`config.mk`:
```
export PLATFORM = sky130hd
export DESIGN_NAME = dmem_access_seq
export DESIGN_NICKNAME = d
export VERILOG_FILES = /design/src/rtl/dmem_access_seq.sv
export SDC_FILE = /design/constraint.sdc
export NUM_CORES = 1
export LEC_CHECK = 0
export ABC_CLOCK_PERIOD_IN_PS = 6000
export CELL_PAD_IN_SITES_DETAIL_PLACEMENT = 0
export CELL_PAD_IN_SITES_GLOBAL_PLACEMENT = 1
export CORE_MARGIN = 10
export CORE_UTILIZATION = 42
export CTS_BUF_LIST = sky130_fd_sc_hd__clkbuf_8
export DETAILED_ROUTE_END_ITERATION = 10
export PLACE_DENSITY = 0.95
export REMOVE_ABC_BUFFERS = 1
export SLEW_MARGIN = 20
export SYNTH_ARGS = -nofsm -noshare
export SYNTH_HDL_FRONTEND = slang
export SYNTH_SLANG_ARGS = --single-unit
```
`constraint.sdc`:
```
create_clock -name clock -period 6 [get_ports clock]
set_input_delay 1.8 -clock clock [delete_from_list [all_inputs] [get_ports clock]]
set_output_delay 1.8 -clock clock [all_outputs]
set_load 0.02 [all_outputs]
```
`src/rtl/dmem_access_seq.sv`:
```
// Load/store sequencer between the memory stage and a byte-banked data memory.
// Aligned requests issue one native access; misaligned ones are split into lw pairs or sb runs.
module dmem_access_seq #(
  parameter int unsigned ADDR_W      = 12,
  parameter bit          MISALIGN_EN = 1'b1
) (
  input  logic              clock,
  input  logic              reset_n,
  input  logic              cpu_req,
  output logic              cpu_ready,
  input  logic              cpu_we,
  input  logic [1:0]        cpu_size,
  input  logic              cpu_unsigned,
  input  logic [ADDR_W-1:0] cpu_addr,
  input  logic [31:0]       cpu_wdata,
  output logic              cpu_done,
  output logic [31:0]       cpu_rdata,
  output logic              cpu_err,
  output logic [ADDR_W-1:0] mem_addr,
  output logic [31:0]       mem_wdata,
  output logic              mem_write,
  output logic              mem_sb,
  output logic              mem_sh,
  output logic              mem_sw,
  output logic              mem_lb,
  output logic              mem_lbu,
  output logic              mem_lh,
  output logic              mem_lhu,
  output logic              mem_lw,
  input  logic [31:0]       mem_rdata
);

  typedef enum logic [2:0] {IDLE, ISSUE, LD_LO, LD_HI, ST_BYTE, RESP} state_t;

  state_t              state_q;
  logic [ADDR_W-1:0]   addr_q;
  logic [1:0]          size_q;
  logic                we_q;
  logic                uns_q;
  logic [31:0]         wdata_q;
  logic [31:0]         lo_q;
  logic [1:0]          k_q;

  logic                misalign_d;
  logic [1:0]          k_d;
  logic                last_byte_d;
  logic [ADDR_W-1:0]   byte_addr_d;
  logic [7:0]          byte_d;
  logic [ADDR_W-1:0]   hi_addr_d;
  logic [31:0]         pair_d;
  logic [31:0]         merged_d;

  always_comb begin
    misalign_d  = (cpu_size == 2'd1 && cpu_addr[0]) ||
                  (cpu_size == 2'd2 && cpu_addr[1:0] != 2'b00);
    k_d         = k_q + 2'd1;
    last_byte_d = (size_q == 2'd1) ? (k_q == 2'd1) : (k_q == 2'd3);
    byte_addr_d = addr_q + ADDR_W'(k_d);
    byte_d      = wdata_q[{k_d, 3'b000} +: 8];
    hi_addr_d   = {addr_q[ADDR_W-1:2] + (ADDR_W-2)'(1), 2'b00};
    // mem_rdata carries the high word during LD_HI; shift the pair down to the requested byte
    pair_d      = 32'({mem_rdata, lo_q} >> {addr_q[1:0], 3'b000});
    if (size_q == 2'd1) merged_d = {{16{~uns_q & pair_d[15]}}, pair_d[15:0]};
    else                merged_d = pair_d;
  end

  always_ff @(posedge clock) begin
    if (!reset_n) begin
      state_q   <= IDLE;
      cpu_ready <= 1'b1;
      cpu_done  <= 1'b0;
      cpu_rdata <= '0;
      cpu_err   <= 1'b0;
      mem_addr  <= '0;
      mem_wdata <= '0;
      mem_write <= 1'b0;
      mem_sb    <= 1'b0;
      mem_sh    <= 1'b0;
      mem_sw    <= 1'b0;
      mem_lb    <= 1'b0;
      mem_lbu   <= 1'b0;
      mem_lh    <= 1'b0;
      mem_lhu   <= 1'b0;
      mem_lw    <= 1'b0;
      addr_q    <= '0;
      size_q    <= '0;
      we_q      <= 1'b0;
      uns_q     <= 1'b0;
      wdata_q   <= '0;
      lo_q      <= '0;
      k_q       <= '0;
    end else begin
      cpu_ready <= 1'b0;
      cpu_done  <= 1'b0;
      cpu_rdata <= '0;
      cpu_err   <= 1'b0;
      mem_addr  <= '0;
      mem_wdata <= '0;
      mem_write <= 1'b0;
      mem_sb    <= 1'b0;
      mem_sh    <= 1'b0;
      mem_sw    <= 1'b0;
      mem_lb    <= 1'b0;
      mem_lbu   <= 1'b0;
      mem_lh    <= 1'b0;
      mem_lhu   <= 1'b0;
      mem_lw    <= 1'b0;
      case (state_q)
        IDLE: begin
          cpu_ready <= 1'b1;
          if (cpu_req) begin
            cpu_ready <= 1'b0;
            addr_q    <= cpu_addr;
            size_q    <= cpu_size;
            we_q      <= cpu_we;
            uns_q     <= cpu_unsigned;
            wdata_q   <= cpu_wdata;
            k_q       <= '0;
            if (cpu_size == 2'd3 || (misalign_d && !MISALIGN_EN)) begin
              state_q  <= RESP;
              cpu_done <= 1'b1;
              cpu_err  <= 1'b1;
            end else if (!misalign_d) begin
              state_q  <= ISSUE;
              mem_addr <= cpu_addr;
              if (cpu_we) begin
                mem_write <= 1'b1;
                mem_wdata <= cpu_wdata;
                mem_sb    <= (cpu_size == 2'd0);
                mem_sh    <= (cpu_size == 2'd1);
                mem_sw    <= (cpu_size == 2'd2);
              end else begin
                mem_lb  <= (cpu_size == 2'd0) && !cpu_unsigned;
                mem_lbu <= (cpu_size == 2'd0) &&  cpu_unsigned;
                mem_lh  <= (cpu_size == 2'd1) && !cpu_unsigned;
                mem_lhu <= (cpu_size == 2'd1) &&  cpu_unsigned;
                mem_lw  <= (cpu_size == 2'd2);
              end
            end else if (cpu_we) begin
              state_q   <= ST_BYTE;
              mem_sb    <= 1'b1;
              mem_write <= 1'b1;
              mem_addr  <= cpu_addr;
              mem_wdata <= {24'b0, cpu_wdata[7:0]};
            end else begin
              state_q  <= LD_LO;
              mem_lw   <= 1'b1;
              mem_addr <= {cpu_addr[ADDR_W-1:2], 2'b00};
            end
          end
        end
        ISSUE: begin
          state_q  <= RESP;
          cpu_done <= 1'b1;
          if (!we_q) cpu_rdata <= mem_rdata;
        end
        LD_LO: begin
          state_q  <= LD_HI;
          lo_q     <= mem_rdata;
          mem_lw   <= 1'b1;
          mem_addr <= hi_addr_d;
        end
        LD_HI: begin
          state_q   <= RESP;
          cpu_done  <= 1'b1;
          cpu_rdata <= merged_d;
        end
        ST_BYTE: begin
          if (last_byte_d) begin
            state_q  <= RESP;
            cpu_done <= 1'b1;
          end else begin
            k_q       <= k_d;
            mem_sb    <= 1'b1;
            mem_write <= 1'b1;
            mem_addr  <= byte_addr_d;
            mem_wdata <= {24'b0, byte_d};
          end
        end
        RESP: begin
          state_q   <= IDLE;
          cpu_ready <= 1'b1;
        end
        default: begin
          state_q   <= IDLE;
          cpu_ready <= 1'b1;
        end
      endcase
    end
  end

endmodule
```
# After elaboration in Yosys (flattened, before gate mapping)
# Cells that the tools add are included.
# totals
romBits	0
elab_cells	115
ram_bits	0
latchBits	0
ff_bits	173
mem_count	0
# classes
mul	0
addsub	3
n_reduce_logical	20
shift	2
n_mux	48
magnitude_cmp	0
n_bitwise	6
n_eq_ne	13
div_mod_pow	0
# ops
cell	count
32-bit 2-to-1 mux	6
32-bit case mux with 2 select lines	2
64-bit by 5-bit right shift with 32-bit output	1
12-bit 2-to-1 mux	3
12-bit case mux with 3 select lines	1
32-bit by 6-bit variable part select with 8-bit output	1
1-bit 2-to-1 mux	18
8-bit 2-to-1 mux	2
3-bit 2-to-1 mux	5
12-bit by 2-bit adder with 12-bit output	1
3-bit case mux with 4 select lines	1
6-bit OR reduction	2
10-bit by 1-bit adder with 10-bit output, second input constant	1
2-bit 2-to-1 mux	4
1-bit case mux with 2 select lines	4
2-bit by 1-bit equality test with 1-bit output, second input constant	3
2-bit equality test, second input constant	3
3-bit by 2-bit equality test with 1-bit output, second input constant	2
1-bit logical AND	6
2-bit inequality test, second input constant	3
2-bit AND reduction	3
1-bit inverter	5
2-bit case mux with 2 select lines	1
2-bit nonzero test	2
12 further kinds	12

# Depth between registers and ports, before layout
# depth
depth_word	7
depth_mapped	8
mapped_depth_nobuf	7

# Worst setup path before layout
# No wires, ideal clock.
# synth_path
path_kind	input to register
startpoint	input cpu_size[1]
endpoint	register mem_wdata[17]
path_buffers	2
setup_slack_ns	3.002
path_stages	5
setup_time_ns	0.117
t_arrival_ns	2.881
path_cell_list	clkbuf_1 a2bb2o_1 nand4_1 buf_2 nor2_1
# synth_via
elab_chain_cells	7
elab_cells_between_ends	10
cone_classes	eq/ne: 3; mux: 4; reduce/logical: 3
# synth_lines
item	line	rtl
from (decl)	12	input logic [1:0] cpu_size,
2-bit by 1-bit equality test with 1-bit output or 2-bit equality test (tied branches)	54, 55	
1-bit logical AND (on tied branches)	54, 55	
1-bit logical OR	54	misalign_d = (cpu_size == 2'd1 && cpu_addr[0]) ||
32-bit 2-to-1 mux	123	end else if (!misalign_d) begin
32-bit 2-to-1 mux *	119	if (cpu_size == 2'd3 || (misalign_d && !MISALIGN_EN)) begin
32-bit 2-to-1 mux *	111	if (cpu_req) begin
32-bit case mux with 2 select lines *	108	case (state_q)
to (signal assigned)	128	mem_wdata <= cpu_wdata;
to (signal assigned)	144	mem_wdata <= {24'b0, cpu_wdata[7:0]};
to (signal assigned)	177	mem_wdata <= {24'b0, byte_d};
to (decl)	20	output logic [31:0] mem_wdata,
# Mark *: on every way between the ends. The rest lies on a longest branch, timed or not.
# A chain may end at the register's enable or synchronous reset.

==> impl_metrics.json <==
{
  "power.clock.fraction_pct": 30.6,
  "route.detailed.wl_per_inst_um": 18.10,
  "setup.worst_path.class": "input pin to flop",
  "synth.distinct_cells": 59,
  "sw_frac_of_total_pct": 30.80,
  "timing.max_slew.rel_slack_pct": 33.19,
  "overflow": 0,
  "share_comb_of_total_power_pct": 19.4,
  "placeableCoreArea_um2": 17360,
  "clock_skew_ns": 0.01052,
  "antenna_found_initial": 0,
  "num_vias": 6478,
  "hold_path_class": "flop to flop",
  "crit_fanout": 54,
  "post_cts.resized_instances": 0,
  "run_status": "finished clean",
  "first_global_vias": 6533,
  "routed_via_density": 5.513,
  "clkSlewWorstSetupHoldPaths_ns": 0.09,
  "report.final.slew_viol_count": 0,
  "post_cts.repair.setup_buffers": 0,
  "whs_ns": 0.4573,
  "fraction_of_the_mapped_netlist_area_in_compound_gates_pct": 16.37,
  "postSynthRegisterBits": 173,
  "cts_tree": "done",
  "die_height_um": 153.1,
  "end_kind": "flop",
  "ys_async_sr_fraction_pct": 0,
  "power.ir.vdd_worst_mv": 0.1485,
  "drt-total-wl_mm": 21.26,
  "hold_buffers": 0,
  "dp_hpwl_mm": 14.82,
  "post_synthesis_instance_area_um2": 7436,
  "count_of_buffers_from_port_buffering": 170,
  "seq_area_frac_synth_pct": 46.58,
  "post-route-drc-count": 0,
  "intPower_mw": 1.781,
  "grt_max_degree": 55,
  "unrepaired_setup_endpoints_after_global_routing": "no",
  "worst_ep_required_time_ns": 6.36,
  "synth_simple_gate_area_share_pct": 18.44,
  "kind_of_start_point_of_the_critical_path": "input pin",
  "regToRegSetupSlack_ns": 3.53,
  "tritoncts.num_buffers": 17,
  "fmax_mhz": 265.0,
  "grt_first_pass_wirelength_mm": 35.27,
  "clk_lat_worst_skew_ns": 0.45,
  "layout.nets": 1026,
  "synth_cells": 809,
  "ctsLongestPathBuffers": 2,
  "drv.max_cap_violation_count": 0,
  "netlist_top_cells_area": "dfxtp_1, mux4_2, nand2_1",
  "yosys.area.top_type_share_pct": 46.58,
  "postSynthAreaPerCell_um2": 9.191,
  "synth_xor_xnor_area_share_pct": 0.8245,
  "drt-pass1-iter-count": 5,
  "clock_tree.htree_level_count": 4,
  "cts_sinks": 173,
  "globalRouteMet3Util_pct": 8.249,
  "yosys_warnings": 0,
  "io-pin-count": 171,
  "clock_tree.root_cell": "clkbuf_8",
  "rows": 48,
  "synth_largest_area_cell": "dfxtp_1",
  "hold_violations": 0,
  "yosys.area_share.adder_pct": 0.7740,
  "final.period_utilization_pct": 62.90,
  "layout-area-overhead-vs-synth_pct": 28.79,
  "synth_edf_count": 0,
  "minimum_clock_period_ns": 3.774,
  "aggregate_negative_setup_slack_ns": 0,
  "floorplan.die_area_um2": 23430,
  "initial_utilization_pct": 42.84,
  "synth-main-ff-cell": "dfxtp_1",
  "cp.arrival_ns": 4.13,
  "power.net_switching_uw": 792.5,
  "leakage_power_summed_over_all_cells_nw": 3.212,
  "setup_viol": 0,
  "grtUsageMet1_pct": 22.16,
  "main_combinational_cell_family_by_area_after_synthesis": "simple AND/OR/NAND/NOR gates",
  "globalRoute.busiestLayer": "met2",
  "initial_drc_count": 486,
  "grtUsageMet2_pct": 28.55,
  "layout-drive-gt1-share_pct": 9.895,
  "synth.area.mux_share_pct": 12.38,
  "routabilityCongestion": 0.8140,
  "total_power_density_per_cell_area_nw_per_um2": 268.7,
  "grt_use_total_pct": 18.13,
  "diodes": 0,
  "tightestPinTransition_ns": 1.001,
  "share_seq_of_total_power_pct": 50.0,
  "chipWidth_um": 153.1,
  "postRouteAntennaNets": 0
}
==> worst max-delay path, stage by stage <==
cell and delay [ns]:
clkdlybuf4s50_1 0.67, inv_2 0.46, nor4_4 0.95, nand2_1 0.11, o21ai_0 0.12
==> area by class of cell <==
cell class / instances / area [um^2]
repair buffers: 178 / 1774
well taps: 225 / 281.5
multi-input cells: 561 / 3655
clock buffers: 17 / 234.0
fillers: 1576 / 7780
clock inverters: 13 / 136.4
flip-flops and latches: 173 / 3466
inverters: 8 / 30.03
==> power groups by stage <==
stage	sequential (mW)	clock, mW	combinational [mW]
6_report	1.29	0.787	0.499
5_1_grt	1.30	0.847	0.548
4_1_cts	1.30	0.806	0.490
3_5_place_dp	1.32	0	0.488
3_3_place_gp	1.32	0	0.484
2_1_floorplan	1.33	0	0.251
==> Yosys cell counts, types with 5 or more instances <==
cell type and count:
and2_1 9, nor3b_1 5, a21oi_1 109, o21a_1 5
mux4_2 40, xnor2_1 5, inv_1 7, nor2_1 53
a31oi_1 5, nand3_1 6, buf_2 16, clkbuf_1 39
a22oi_1 28, nand2_1 188, dfxtp_1 173, nor3_1 8
nor4_1 5, o21ai_0 27
==> flip-flops by register name, indices dropped and copies added (netlist names) <==
signal and flops:
mem_lbu 1, cpu_err 1, mem_lb 1, wdata_q 32, mem_write 1, mem_lhu 1
mem_sh 1, we_q 1, mem_wdata 32, state_q 3, cpu_done 1, mem_lh 1
mem_sw 1, addr_q 12, uns_q 1, cpu_rdata 32, k_q 2, mem_lw 1
mem_addr 12, size_q 2, mem_sb 1, lo_q 32, cpu_ready 1
==> worst paths after layout <==
| check | cells after the start | start | to |
|---|---|---|---|
| worst max-delay path | 5 | reset_n | cpu_rdata[30] |
| worst min-delay path | 2 | wdata_q[17] | wdata_q[17] |
| worst max register to register | 6 | k_q[0] | mem_addr[7] |
| worst min register to register | 2 | wdata_q[17] | wdata_q[17] |
==> kinds of logic (layout without fill, tap and decap cells) <==
kind of cell             count (synthesis)  in the layout
adder cells (fa/ha/maj)                  4              4
AND/OR/NAND/NOR                        306            306
multiplexers                            42             42
flip-flops                             173            173
XOR/XNOR                                 7              7
buffers and inverters                   75            216
AO/OA/AOI/OAI                          202            202
==> stage by stage <==
step | power, mW | instances | utilization, % | setup slack [ns] | area, um^2
2_1_floorplan | 1.584 | 742 | - | 2.105 | 7122
3_3_place_gp | 1.802 | 1144 | 52.89 | 1.840 | 9180
3_5_place_dp | 1.809 | 1144 | 52.89 | 1.779 | 9180
4_1_cts | 2.592 | 1174 | 55.02 | 2.255 | 9550
5_1_grt | 2.695 | 1175 | 55.18 | 2.079 | 9577
6_report | 2.573 | 1175 | 55.18 | 2.226 | 9577
==> per-layer routing <==
| layer | vias to the layer above | part of all wire [%] | wire, um |
|---|---|---|---|
| met2 | 268 | 46 | 9822 |
| met5 | - | 0 | 0 |
| met1 | 3083 | 42 | 8906 |
| met4 | 0 | 1.4 | 288 |
| li1 | 3110 | - | - |
| met3 | 17 | 11 | 2245 |
==> layout by cell type, fill, tap and decap left out, types with 9 or more instances in the layout <==
cell type and instances:
dfxtp_1 171, clkdlybuf4s50_1 170, a21oi_1 109, nand2_1 188, clkbuf_8 17, nor2_1 53, and2_1 9, o21ai_0 27
a22oi_1 28, mux4_2 40
Note: power is estimated with default switching activity, not from simulation.
